## config.mk

```make
export PLATFORM = sky130hd
export DESIGN_NAME = storage_arbiter
export DESIGN_NICKNAME = d
export VERILOG_FILES = /design/src/rtl/storage_arbiter_pkg.sv /design/src/rtl/storage_arbiter_pick.sv /design/src/rtl/storage_arbiter.sv
export SDC_FILE = /design/constraint.sdc
export NUM_CORES = 1
export LEC_CHECK = 0
export ABC_AREA = 1
export BUFFER_PORTS_ARGS = -buffer_cell sky130_fd_sc_hd__buf_2
export CAP_MARGIN = 25
export CORE_MARGIN = 2
export CORE_UTILIZATION = 48
export CTS_BUF_LIST = sky130_fd_sc_hd__clkbuf_4
export CTS_CLUSTER_SIZE = 14
export DETAILED_ROUTE_END_ITERATION = 16
export PLACE_DENSITY_LB_ADDON = 0.25
export SETUP_SLACK_MARGIN = 0.3
export SLEW_MARGIN = 20
export SYNTH_ARGS = -nofsm -noshare
export SYNTH_HDL_FRONTEND = slang
export SYNTH_HIERARCHICAL = 1
export SYNTH_SLANG_ARGS = --single-unit
```

## constraint.sdc

```tcl
create_clock -name clk -period 2.6 [get_ports clk]
set_input_delay 0.39 -clock clk [delete_from_list [all_inputs] [get_ports clk]]
set_output_delay 0.39 -clock clk [all_outputs]
set_load 0.02 [all_outputs]
```

## src/rtl/storage_arbiter_pkg.sv

```systemverilog
// Shared types and default sizing for the storage port arbiter.
// The request struct is sized for the default address/data widths.
package storage_arbiter_pkg;

    localparam int ADDR_W_DEF       = 32;
    localparam int DATA_W_DEF       = 32;
    localparam int STARVE_LIMIT_DEF = 4;
    localparam int TIMEOUT_DEF      = 255;

    typedef enum logic [1:0] {
        IDLE,
        ISSUE,
        WAIT,
        DONE
    } state_e;

    typedef enum logic {
        OWN_IF,
        OWN_LS
    } owner_e;

    typedef struct packed {
        logic                      we;
        logic [ADDR_W_DEF-1:0]     addr;
        logic [DATA_W_DEF-1:0]     wdata;
        logic [DATA_W_DEF/8-1:0]   be;
    } mem_req_t;

endpackage

```

## src/rtl/storage_arbiter_pick.sv

```systemverilog
// Starvation-aware winner select between fetch and load/store.
// The starvation count only moves on cycles where a grant is actually made.
module storage_arbiter_pick
    import storage_arbiter_pkg::*;
#(
    parameter int STARVE_LIMIT = STARVE_LIMIT_DEF
) (
    input  logic   clk,
    input  logic   rst,
    input  logic   arb_en,
    input  logic   if_req,
    input  logic   ls_req,
    output owner_e winner,
    output logic   valid
);

    localparam int CW = $clog2(STARVE_LIMIT + 1);

    logic [CW-1:0] starve_cnt;
    logic          starved;

    always_comb begin
        starved = (starve_cnt == CW'(STARVE_LIMIT));
        valid   = arb_en && (if_req || ls_req);
        winner  = (if_req && (!ls_req || starved)) ? OWN_IF : OWN_LS;
    end

    always_ff @(posedge clk) begin
        if (rst) begin
            starve_cnt <= '0;
        end else if (valid) begin
            if (winner == OWN_IF || !if_req) begin
                starve_cnt <= '0;
            end else if (!starved) begin
                starve_cnt <= starve_cnt + 1'b1;
            end
        end
    end

endmodule

```

## src/rtl/storage_arbiter.sv

```systemverilog
// Shares the storage_controller port between instruction fetch and load/store.
// Each grant runs ISSUE -> WAIT -> DONE; prog_mode blocks new grants only.
module storage_arbiter
    import storage_arbiter_pkg::*;
#(
    parameter int ADDR_W       = ADDR_W_DEF,
    parameter int DATA_W       = DATA_W_DEF,
    parameter int STARVE_LIMIT = STARVE_LIMIT_DEF,
    parameter int TIMEOUT      = TIMEOUT_DEF
) (
    input  logic                clk,
    input  logic                rst,
    input  logic                prog_mode,
    input  logic                if_req,
    input  logic [ADDR_W-1:0]   if_addr,
    output logic                if_done,
    output logic [DATA_W-1:0]   if_rdata,
    input  logic                ls_req,
    input  logic                ls_we,
    input  logic [ADDR_W-1:0]   ls_addr,
    input  logic [DATA_W-1:0]   ls_wdata,
    input  logic [DATA_W/8-1:0] ls_be,
    output logic                ls_done,
    output logic [DATA_W-1:0]   ls_rdata,
    output logic                err,
    output logic                busy,
    output logic                memory_access,
    output logic                memory_is_writing,
    output logic [ADDR_W-1:0]   addr,
    output logic [DATA_W-1:0]   d_in,
    output logic [DATA_W/8-1:0] mem_be,
    input  logic [DATA_W-1:0]   d_out,
    input  logic                out_valid
);

    localparam int TW = $clog2(TIMEOUT + 1);

    state_e              state, state_nxt;
    owner_e              owner_q, pick_winner;
    logic                pick_valid;
    logic                grant, capture, tmo_hit, bus_on;
    logic                we_q, err_q;
    logic [ADDR_W-1:0]   addr_q;
    logic [DATA_W-1:0]   wdata_q, rdata_q;
    logic [DATA_W/8-1:0] be_q;
    logic [TW-1:0]       tmo_cnt;

    storage_arbiter_pick #(.STARVE_LIMIT(STARVE_LIMIT)) u_pick (
        .clk    (clk),
        .rst    (rst),
        .arb_en (state == IDLE && !prog_mode),
        .if_req (if_req),
        .ls_req (ls_req),
        .winner (pick_winner),
        .valid  (pick_valid)
    );

    always_comb begin
        state_nxt = state;
        grant     = 1'b0;
        capture   = 1'b0;
        tmo_hit   = 1'b0;
        unique case (state)
            IDLE: begin
                if (pick_valid) begin
                    grant     = 1'b1;
                    state_nxt = ISSUE;
                end
            end
            ISSUE: begin
                capture   = out_valid;
                state_nxt = out_valid ? DONE : WAIT;
            end
            WAIT: begin
                if (out_valid) begin
                    capture   = 1'b1;
                    state_nxt = DONE;
                end else if (tmo_cnt == TW'(TIMEOUT - 1)) begin
                    tmo_hit   = 1'b1;
                    state_nxt = DONE;
                end
            end
            DONE:    state_nxt = IDLE;
            default: state_nxt = IDLE;
        endcase

        bus_on            = (state == ISSUE) || (state == WAIT);
        busy              = (state != IDLE);
        memory_access     = (state == ISSUE);
        memory_is_writing = bus_on && we_q;
        addr              = bus_on ? addr_q  : '0;
        d_in              = bus_on ? wdata_q : '0;
        mem_be            = bus_on ? be_q    : '0;
        if_done           = (state == DONE) && (owner_q == OWN_IF);
        ls_done           = (state == DONE) && (owner_q == OWN_LS);
        if_rdata          = if_done ? rdata_q : '0;
        ls_rdata          = ls_done ? rdata_q : '0;
        err               = (state == DONE) && err_q;
    end

    always_ff @(posedge clk) begin
        if (rst) begin
            state   <= IDLE;
            owner_q <= OWN_IF;
            we_q    <= 1'b0;
            addr_q  <= '0;
            wdata_q <= '0;
            be_q    <= '0;
            rdata_q <= '0;
            err_q   <= 1'b0;
            tmo_cnt <= '0;
        end else begin
            state <= state_nxt;
            if (grant) begin
                owner_q <= pick_winner;
                if (pick_winner == OWN_IF) begin
                    we_q    <= 1'b0;
                    addr_q  <= if_addr;
                    wdata_q <= '0;
                    be_q    <= '1;
                end else begin
                    we_q    <= ls_we;
                    addr_q  <= ls_addr;
                    wdata_q <= ls_wdata;
                    be_q    <= ls_be;
                end
            end
            // Writes complete with zero read data so the LSU never sees stale bus values.
            if (capture) begin
                rdata_q <= we_q ? '0 : d_out;
                err_q   <= 1'b0;
            end else if (tmo_hit) begin
                rdata_q <= '0;
                err_q   <= 1'b1;
            end else if (state == DONE) begin
                rdata_q <= '0;
                err_q   <= 1'b0;
            end
            tmo_cnt <= (state == WAIT && state_nxt == WAIT) ? tmo_cnt + 1'b1 : '0;
        end
    end

endmodule

```

==> metrics.md, run 1 <==
| Metric | Value |
|---|---|
| Clk Latency, worst-skew pair | 0.51 ns |
| Synth warnings | 6 |
| First-pass GRT wire length | 24400 µm |
| Min-Delay Path Class | primary input to flop |
| P per Cell Area | 862 nW/µm² |
| CTS tree | yes |
| Final wirelength | 16200 µm |
| Setup TNS | 0 ns |
| VDD IR max | 0.486 mV |
| Final Hold Fails | 0 |
| Startpoint types | flop |
| Most frequent CP cell | inv_1 |
| # IOs | 277 |
| Count leader, synth | nand2_1 |
| CTS root buf | clkbuf_4 |
| DRT iter0 DRCs | 290 |
| Worst-path clk slew | 0.10 ns |
| Largest net degree at the start of global routing | 69 |
| Routed wire per std cell | 12.5 µm |
| Area delta synth->final | 31.7% |
| Critical Path End Type | output port |
| Max Fclk | 0.444 GHz |
| Worst hold slack | 0.0896 ns |
| Hold Path Sink | be_q[0] |
| Die Ht | 115 µm |
| Fillers | 1168 |
| Synth area leaders | dfxtp_1 (39%), nand2_1 (16%), inv_1 (9.5%) |
| GPL Wtd Cong | 0.820 |
| Drt pass-1 iters | 5 |
| Slew @ Worst Pin | 0.617 ns |
| H-tree levels | 4 |
| Top cell type's share of synthesized area | 39.3% |
| Remaining routing DRC violations | 0 |
| Path depth of the worst reg2reg path | 11 |
| Register Area | 2330 µm² |
| Die area | 13200 µm² |
| Port-buffer cells | 276 |
| # diodes | 0 |
| Psw | 2.63 mW |
| RSZ-0062 raised after global routing | yes |
| Total GRT Usage | 23.0% |
| Mapped Cells | 878 |
| CTS buffer count | 17 |
| Fin Clk Skew | 0.00850 ns |
| Antenna-violating nets left | 0 |
| Post-Syn Nets | 1026 |
| Synthesis-stage register bit count | 116 |
| Post-synth EDFFs | 0 |
| Switching share of power | 39.2% |
| Rows | 40 |
| Relative slew slack | 58.8% |
| Min-delay src | ls_be[0] |
| Clock share of power | 23.1% |
| Max_cap viols | 0 |
| Clock Tree Buf Depth | 2 |
| Share of power burned in registers | 36.0% |
| Area occupied by multi-input gates | 2720 µm² |
| Hold path depth | 3 |
| Slowest-stage cell, CP | dfxtp_4 |
| Drt via density | 4.77 |
| Synth area leader | dfxtp_1 |
| R2R Path End | wdata_q[18] |
| Pre-CTS setup slack | 0.400 ns |
| Crit path time final | 2.25 ns |
| Final max-slew violation count | 0 |
| Final critical-path setup slack | 0.347 ns |
| Final #Nets | 1285 |
| Setup CP Type | flop to output port |
| Post-Synthesis Cell Area | 5910 µm² |
| Core footprint | 12000 µm² |
| Comb power frac | 40.9% |
| Share of layout cells above drive strength 1 | 33.5% |
| Most used DFF post-synth | dfxtp_1 |
| Die width | 115 µm |
| Synth cell types | 29 |
| Seq/Total Area, Yosys | 39.3% |
| Most common library cells after synthesis | nand2_1 (249), inv_1 (150), dfxtp_1 (116) |
| Overflow after GRT | 0 |
| Worst reg2reg path startpoint | state[0] |
| Initial antenna violation count | 1 |
| Starting Density | 49.2% |
| Total internal power | 4.08 mW |
| Async set-reset flop share out of synthesis | 0% |
| Final HPWL DP | 11300 µm |
| Final Cycle Share | 86.6% |
| Sink Count | 116 |
| P_leak | 4.31 nW |
| Max FO, Critical Path | 7 |
| Critical Path RT | 2.21 ns |
| CP Data Arrival Time | 1.86 ns |
| CP peak stage delay | 0.39 ns |
| Status | completed |
| Final setup violation count | 0 |
| Avg Synthesized Cell Area | 6.73 µm² |
| Vias in the first global route | 5230 |
| DR vias | 6184 |
| FF-to-FF setup slack | 0.53 ns |
| Crit path cell chain | inv_1, ha_4, buf_4, nand2_1, inv_1, buf_2 |
-- critical path: cells and delay by family, from the launching register on --
family	cells	cell delay, ns
buffers and inverters	4	0.54
DFF	1	0.39
adders and majority gates	1	0.37
and+or+nand+nor	1	0.06
-- worst max-delay path by stage --
stage               startpoint            to  cells past startpoint
floorplan             state[0]  if_rdata[10]                      6
global placement      state[0]       d_in[6]                      6
detailed placement    state[0]    addr_q[26]                     12
CTS                   state[1]   if_rdata[2]                      7
global route          state[0]     mem_be[0]                      6
finish                state[0]     mem_be[0]                      6
-- through the flow --
stage	std cells	cell area (µm²)	util, %	power (mW)
2_1_floorplan	878	5910	-	4.29
3_3_place_gp	1260	7320	61.0	4.98
3_5_place_dp	1260	7320	61.0	5.02
4_1_cts	1295	7700	64.1	6.68
5_1_grt	1297	7780	64.8	7.18
6_report	1297	7780	64.8	6.71
-- state kept, by name, indices dropped and copies added, names as in the netlist --
signal and count:
we_q 1, wdata_q 32, tmo_cnt 8, state 2, rdata_q 32, u_pick/starve_cnt 3
err_q 1, addr_q 32, owner_q 1, be_q 4
-- layout make-up --
type | instances | area share, %
Timing Repair Buffer | 294 | 20.9
Clock buffer | 20 | 1.93
Clock inverter | 12 | 2.38
Multi-Input combinational cell | 551 | 35.0
Inverter | 157 | 7.57
Tap cell | 147 | 2.36
Sequential cell | 116 | 29.9
-- timing repair --
action / in CTS / in global routing
setup buffers: 3 / 0
endpoints found under the hold margin: 0 / 0
pin swaps: 1 / 1
endpoints found under the setup margin: 101 / 148
gates resized for setup: 4 / 15
gates cloned: 0 / 1
hold buffers: 0 / 0
-- metal layers --
layer  share of wire, %  vias up  GRT usage (%)
met5                  0        -              0
met2                 48      228           39.5
li1                   -     3191              -
met1                 43     2746           27.0
met3                7.4       19           7.49
met4                1.7        0           7.71
-- power groups by stage --
stage	clock network, mW	logic (mW)	registers (mW)
after floorplan	0	1.90	2.38
after global placement	0	2.55	2.43
after detailed placement	0	2.59	2.43
after CTS	1.59	2.69	2.40
after global routing	1.68	3.04	2.46
final	1.55	2.75	2.42
-- cell families (layout without fill, tap and decap cells) --
kind of cell	Yosys count	count (layout)	share of synthesized area (%)
flip-flops	116	116	39.3
adder cells (fa/ha/maj)	9	9	1.90
AO/OA/AOI/OAI	107	107	12.3
XOR/XNOR	5	5	0.741
buffers and inverters	211	483	15.3
AND/OR/NAND/NOR	430	430	30.5
-- placed cells by master (no fill, tap or decap), types with 2 or more instances in the layout --
cell type | synthesis | routed
nand3_2 | 2 | 2
a21oi_2 | 26 | 26
nor2_2 | 4 | 6
clkbuf_4 | 0 | 20
buf_4 | 4 | 14
clkinv_2 | 0 | 3
nand2_4 | 2 | 2
buf_12 | 0 | 5
nand2_2 | 11 | 11
buf_6 | 7 | 4
bufinv_16 | 0 | 5
buf_2 | 18 | 270
ha_4 | 0 | 2
ha_1 | 9 | 7
nor2_4 | 2 | 3
inv_2 | 6 | 6
nor2_1 | 86 | 83
inv_1 | 150 | 150
o211ai_1 | 32 | 32
nand4_1 | 2 | 2
clkinv_1 | 1 | 4
nand3_1 | 70 | 70
xnor2_1 | 2 | 2
xor2_1 | 3 | 3
o21ai_0 | 4 | 4
nand2_1 | 249 | 249
a21oi_1 | 43 | 43
dfxtp_1 | 116 | 114
No activity file was read; power rests on OpenSTA's default activity.
==> run 2: changes to the inputs <==
Settings changed: CORE_UTILIZATION 48 to 45, SYNTH_HIERARCHICAL 1 to unset.
Clock period 2.6 ns to 2.7 ns, I/O delays scaled along.
==> metrics.md, run 2 <==
| Metric | Value |
|---|---|
| Mapped Cells | 938 (+6.8%) |
| Final #Nets | 1336 (+4.0%) |
| Most common library cells after synthesis | nand2_1 (254), nor2_1 (151), inv_1 (149) |
| Final max-slew violation count | 0 (unchanged) |
| P_leak | 4.43 nW (+2.8%) |
| Register Area | 2320 µm² (-0.11%) |
| Setup TNS | 0 ns (unchanged) |
| # diodes | 0 (unchanged) |
| Port-buffer cells | 276 (unchanged) |
| Post-synth EDFFs | 0 (unchanged) |
| Synth cell types | 25 (-14%) |
| Fin Clk Skew | 0.0160 ns (+0.00750 ns) |
| Max Fclk | 0.441 GHz |
| Area occupied by multi-input gates | 2960 µm² (+8.6%) |
| RSZ-0062 raised after global routing | no |
| Final wirelength | 17100 µm (+5.3%) |
| Relative slew slack | 55.0% (-3.8 points) |
| Worst reg2reg path startpoint | u_pick.starve_cnt[0] |
| FF-to-FF setup slack | 0.79 ns (+0.26 ns) |
| Die area | 14700 µm² (+11%) |
| Final Hold Fails | 0 (unchanged) |
| Final Cell Area | 7970 µm² (+2.4%) |
| Post-CTS Hold Buffers | 0 (unchanged) |
| Synthesis-stage register bit count | 116 (unchanged) |
| Critical Path RT | 2.30 ns (+0.09 ns) |
| GPL Wtd Cong | 0.778 (-5.2%) |
| Worst Setup EP | d_in[1] |
| Status | completed |
| Largest family of logic cells by synthesized area | simple AND/OR/NAND/NOR gates |
| Sink Count | 116 (unchanged) |
| Xor and xnor area share after synthesis | 0.850% (+0.11 points) |
| Synth warnings | 0 (-6) |
| CTS buffer count | 17 (unchanged) |
| Max FO, Critical Path | 17 (+10) |
| Commonest non-fill, non-tap cell in the layout | buf_2 |
| Final HPWL DP | 11400 µm (+1.7%) |
| Post-Syn Nets | 1086 (+5.8%) |
| Cell Area, Placed | 7550 µm² (+3.1%) |
| Antenna-violating nets left | 0 (unchanged) |
| Clock Tree Buf Depth | 2 (unchanged) |
| Setup CP Type | flop to output port |
| Drt pass-1 iters | 5 (unchanged) |
| Largest net degree at the start of global routing | 57 (-17%) |
| Total GRT Usage | 22.4% (-0.54 points) |
| Avg Synthesized Cell Area | 6.59 µm² (-2.1%) |
| Critical Path End Type | output port |
| Synth Area in Compound Gates | 7.85% (-4.4 points) |
| CTS tree | yes |
| Overflow after GRT | 0 (unchanged) |
| Largest regs | addr_q x32, rdata_q x32, wdata_q x32 |
| Clock share of power | 21.6% (-1.5 points) |
| Synth area leaders | dfxtp_1 (38%), nand2_1 (15%), nor2_1 (9.2%) |
| Share of power burned in registers | 35.3% (-0.7 points) |
| Crit path time final | 2.27 ns |
| Seq/Total Area, Yosys | 37.6% (-1.7 points) |
| Die width | 121 µm (+5.4%) |
| H-tree levels | 4 (unchanged) |
| DRT iter0 DRCs | 289 (-0.34%) |
| Initial antenna violation count | 0 (-1) |
| Share of layout cells above drive strength 1 | 33.0% (-0.48 points) |
| Adder-cell share of the synthesized area | 1.82% (-0.083 points) |
| Comb power frac | 43.1% (+2.2 points) |
| Clk Latency, worst-skew pair | 0.53 ns (+0.02 ns) |
| Final Cycle Share | 84.0% |
| Slew @ Worst Pin | 0.674 ns (+0.0578 ns) |
| Async set-reset flop share out of synthesis | 0% (unchanged) |
| Top cell type's share of synthesized area | 37.6% (-1.7 points) |
| Core footprint | 13300 µm² (+11%) |
| Final setup violation count | 0 (unchanged) |
| Drt via density | 4.63 (-3.0%) |
| Die Ht | 121 µm (+5.4%) |
| Remaining routing DRC violations | 0 (unchanged) |
| Starting Density | 46.3% (-2.9 points) |
| Commonest cells after routing, fill and taps aside | buf_2 (275), nand2_1 (253), nor2_1 (151), inv_1 (148), dfxtp_1 (114) |
| Min-Delay Path Class | primary input to flop |
| Count leader, synth | nand2_1 |
| Total internal power | 3.72 mW (-8.8%) |
| CTS root buf | clkbuf_4 |
| DR vias | 6366 (+2.9%) |
| CP Data Arrival Time | 1.86 ns (about the same) |
| Area delta synth->final | 28.9% |
| VDD IR max | 0.377 mV (-22%) |
| Worst Setup SP | state[1] |
| Startpoint types | flop |
| P per Cell Area | 790 nW/µm² (-8.3%) |
| Post-Synthesis Cell Area | 6180 µm² (+4.6%) |
| Psw | 2.58 mW (-2.1%) |
| Routed wire per std cell | 12.4 µm (-0.71%) |
| Mux cell area share after synthesis | 0% (unchanged) |
| Synth area leader | dfxtp_1 |
| Path depth of the worst reg2reg path | 10 (-1) |
| Most used DFF post-synth | dfxtp_1 |
| R2R Path End | addr_q[6] |
| Max_cap viols | 0 (unchanged) |
| Simple-Gate Fraction of Synth Area | 36.8% (+6.3 points) |
| Worst-path clk slew | 0.11 ns (about the same) |
| First-pass GRT wire length | 26400 µm (+8.4%) |
| Switching share of power | 40.9% (+1.7 points) |
| Rows | 42 (+5.0%) |
| # IOs | 277 (unchanged) |
| Vias in the first global route | 5661 (+8.2%) |
| Fillers | 1365 (+17%) |
[run 2: cell count changes after synthesis, sizes merged]
cell    change
nand4       -1
xor2        +1
clkinv      -1
clkbuf     -10
a21oi       +1
inv         -3
nand3      +34
nor2       +61
nand2       -6
o211ai     -32
buf        +16
[run 2: cell type report]
| class | count | area share [%] |
|---|---|---|
| clock inverters | 13 | 2.07 |
| flip-flops and latches | 116 | 29.2 |
| repair buffers | 291 | 20.0 |
| clock buffers | 18 | 1.70 |
| multi-input cells | 609 | 37.1 |
| inverters | 153 | 7.22 |
| well taps | 176 | 2.76 |
[run 2: how the worst min path moves through the flow]
stage,start,endpoint,slack (ns),cells after the start
2_1_floorplan,tmo_cnt[0],tmo_cnt[0],0.43,1
5_1_grt,ls_be[3],be_q[3],0.04,3
4_1_cts,ls_be[3],be_q[3],0.05,3
3_3_place_gp,tmo_cnt[0],tmo_cnt[0],0.44,1
3_5_place_dp,tmo_cnt[0],tmo_cnt[0],0.45,1
6_report,ls_be[3],be_q[3],0.09,3
[run 2: routing by layer]
layer  vias up  wire length, µm  GRT usage, %
met4         0              372          8.05
met3        26             1260          7.47
li1       3314                -             -
met2       220             8260          38.6
met1      2806             7160          25.9
met5         -                0             0
[run 2: worst max-delay path: stages, from the launching register on]
cell and delay [ns]:
dfxtp_2 0.37, inv_1 0.10, ha_4 0.38, clkbuf_16 0.22, nand2_1 0.06, inv_1 0.04
buf_2 0.16
[run 2: logic make-up (layout without fill, tap and decap cells)]
family / Yosys count / count (layout)
compound gates: 76 / 76
xor+xnor: 6 / 6
buf+inv: 213 / 475
simple gates: 518 / 518
fa+ha+maj: 9 / 9
flops: 116 / 116
[run 2: through the flow]
stage	instances	hold WS, ns	util [%]	power (mW)	setup WS (ns)
after floorplan	938	0.430	-	4.01	0.705
final	1376	0.0948	59.7	6.30	0.431
after detailed placement	1341	0.453	56.6	4.62	0.658
after global routing	1376	0.0396	59.7	6.74	0.300
after CTS	1373	0.0451	59.2	6.15	0.291
after global placement	1341	0.445	56.6	4.59	0.725
[run 2: power groups by stage]
stage          logic (mW)  clock network [mW]  registers, mW
6_report             2.72                1.36           2.22
5_1_grt              3.00                1.48           2.26
4_1_cts              2.53                1.40           2.21
3_5_place_dp         2.37                   0           2.25
3_3_place_gp         2.36                   0           2.24
2_1_floorplan        1.81                   0           2.20
[run 2: timing repair]
item | CTS | global route
pin swaps | 0 | 1
resized for setup | 5 | 4
buffers inserted | 0 | 1
cloned | 1 | 2
endpoints found under the setup margin | 101 | 111
==> run 3: changes to the inputs <==
Settings changed: ABC_AREA 1 to 0.
Clock period 2.7 ns to 2.25 ns, I/O delays scaled along.
==> metrics.md, run 3 <==
| Metric | Value |
|---|---|
| Critical Path End Type | output port |
| Port-buffer cells | 276 (unchanged) |
| Commonest cells after routing, fill and taps aside | buf_2 (189), dfxtp_1 (114), buf_6 (97), nand2_1 (95), and2_4 (84) |
| Final wirelength | 18700 µm (+9.8%) |
| Final setup violation count | 0 (unchanged) |
| P per Cell Area | 984 nW/µm² (+24%) |
| Routed wire per std cell | 16.3 µm (+31%) |
| Post-Synthesis Cell Area | 5710 µm² (-7.6%) |
| Die area | 13600 µm² (-7.4%) |
| Status | completed |
| DR vias | 5940 (-6.7%) |
| Synth area leaders | dfxtp_1 (41%), and2_1 (11%), nand2_1 (6.2%) |
| Top cell type's share of synthesized area | 40.7% (+3.1 points) |
| Critical Path RT | 1.91 ns (-0.39 ns) |
| VDD IR max | 0.641 mV (+70%) |
| Startpoint types | flop |
| Initial antenna violation count | 0 (unchanged) |
| Area delta synth->final | 49.5% |
| CTS tree | yes |
| Psw | 3.26 mW (+27%) |
| Total internal power | 5.13 mW (+38%) |
| Starting Density | 45.6% (-0.69 points) |
| # IOs | 277 (unchanged) |
| Remaining routing DRC violations | 0 (unchanged) |
| Clock Tree Buf Depth | 2 (unchanged) |
| Most used DFF post-synth | dfxtp_1 |
| Total GRT Usage | 23.7% (+1.3 points) |
| Core footprint | 12500 µm² (-6.2%) |
| RSZ-0062 raised after global routing | yes |
| Synthesis-stage register bit count | 116 (unchanged) |
| Most common library cells after synthesis | dfxtp_1 (116), and2_1 (103), nand2_1 (95) |
| Max FO, Critical Path | 10 (-7) |
| Max Fclk | 0.468 GHz |
| Post-CTS Hold Buffers | 0 (unchanged) |
| Final max-slew violation count | 0 (unchanged) |
| Synth warnings | 0 (unchanged) |
| Final HPWL DP | 11100 µm (-3.1%) |
| P_leak | 3.99 nW (-9.9%) |
| Min-Delay Path Class | primary input to flop |
| Fin Clk Skew | 0.0134 ns (-0.00265 ns) |
| Post-synth EDFFs | 0 (unchanged) |
| Vias in the first global route | 5207 (-8.0%) |
| Commonest non-fill, non-tap cell in the layout | buf_2 |
| CP Data Arrival Time | 1.80 ns (-0.06 ns) |
| Rows | 41 (-2.4%) |
| Crit path time final | 2.14 ns |
| Setup TNS | 0 ns (unchanged) |
| Post-Syn Nets | 838 (-23%) |
| CTS root buf | clkbuf_4 |
| Max_cap viols | 0 (unchanged) |
| Setup CP Type | flop to output port |
| Drt pass-1 iters | 5 (unchanged) |
| Final #Nets | 1115 (-17%) |
| Count leader, synth | dfxtp_1 |
| Final Hold Fails | 0 (unchanged) |
| Async set-reset flop share out of synthesis | 0% (unchanged) |
| Synth area leader | dfxtp_1 |
| H-tree levels | 4 (unchanged) |
| Largest net degree at the start of global routing | 46 (-19%) |
| Largest regs | addr_q x32, rdata_q x32, wdata_q x32 |
| Final Cycle Share | 94.9% |
| Clk Latency, worst-skew pair | 0.49 ns (-0.04 ns) |
| Comb power frac | 52.3% (+9.2 points) |
| Die Ht | 117 µm (-3.8%) |
| Sink Count | 116 (unchanged) |
| Die width | 117 µm (-3.8%) |
| Share of power burned in registers | 32.8% (-2.5 points) |
| Antenna-violating nets left | 0 (unchanged) |
| Seq/Total Area, Yosys | 40.7% (+3.1 points) |
| DRT iter0 DRCs | 434 (+50%) |
| Share of layout cells above drive strength 1 | 48.6% (+16 points) |
| Mapped Cells | 690 (-26%) |
| Worst hold slack | 0.0838 ns (-0.0110 ns) |
| Switching share of power | 38.9% (-2.0 points) |
| Slew @ Worst Pin | 0.520 ns (-0.154 ns) |
| Relative slew slack | 65.3% (+10 points) |
| Worst-path clk slew | 0.11 ns (about the same) |
| First-pass GRT wire length | 25500 µm (-3.7%) |
| Synth cell types | 40 (+60%) |
| Drt via density | 5.17 (+12%) |
| GPL Wtd Cong | 0.815 (+4.8%) |
| Clock share of power | 14.9% (-6.7 points) |
| Avg Synthesized Cell Area | 8.28 µm² (+26%) |
| CTS buffer count | 17 (unchanged) |
| Overflow after GRT | 0 (unchanged) |
[run 3: cell count changes after synthesis, moves of 35 or more]
cell     change
and2_1     +103
inv_1      -141
nand2_1    -159
nand3_1     -35
nand3_2     -35
nor2_1      -78
[run 3: path summary, 6_finish.rpt]
check                end         start  depth (start not counted)  slack, ns
min          wdata_q[22]  ls_wdata[22]                          3       0.08
max reg2reg  rdata_q[28]      state[1]                          9       0.42
max             addr[10]      state[1]                          6       0.11
min reg2reg   wdata_q[0]    wdata_q[0]                          2       0.46
[run 3: critical path: stages (launching register included)]
cell and delay (ns):
dfxtp_4 0.39, inv_2 0.07, ha_4 0.30, buf_8 0.14, buf_16 0.14, and2_1 0.15, buf_6 0.12
[run 3: power by group through the flow]
stage	logic, mW	clock network, mW	registers, mW
5_1_grt	4.69	1.40	2.79
4_1_cts	3.22	1.29	2.71
6_report	4.39	1.25	2.75
3_3_place_gp	2.76	0	2.74
3_5_place_dp	2.82	0	2.73
2_1_floorplan	2.03	0	2.65
[run 3: repair_timing]
action                     4_1_cts  5_1_grt
cloned                           3        7
pin swaps                        1       19
resized for setup               69      221
setup endpoints to repair      161      168
setup buffers                    3       14
[run 3: cells by family after synthesis]
kind of cell	Yosys count	share of synthesized area, %
adders and majority gates	9	1.97
and+or+nand+nor	376	33.1
xor gates and xnor gates	6	0.920
AOI/OAI and AO/OA	112	16.2
DFF	116	40.7
buffers and inverters	71	7.19
[run 3: layout make-up]
cell class	instances	area (µm²)
Antenna cell	2	5.00
Sequential cell	116	2330
Multi-Input combinational cell	503	3240
Timing Repair Buffer	321	2510
Inverter	8	35.0
Clock buffer	18	135
Clock inverter	10	70.1
Fill cell	1024	3980
Tap cell	172	215
[run 3: stage by stage]
stage                     setup WS, ns  power (mW)  std cells  utilization [%]  cell area, µm²
after detailed placement         0.323        5.55       1093             57.1            7140
after floorplan                  0.365        4.68        690                -            5710
after global routing           0.00787        8.88       1148             68.2            8530
after global placement           0.365        5.50       1093             57.1            7140
final                            0.114        8.40       1150             68.2            8540
after CTS                       0.0676        7.22       1127             61.0            7640
[run 3: per-layer routing]
layer	routed length [µm]	GRT usage, %	vias up
met5	0	0	-
li1	-	-	2900
met3	1740	7.11	29
met1	7590	29.7	2717
met2	8970	39.5	294
met4	419	7.53	0
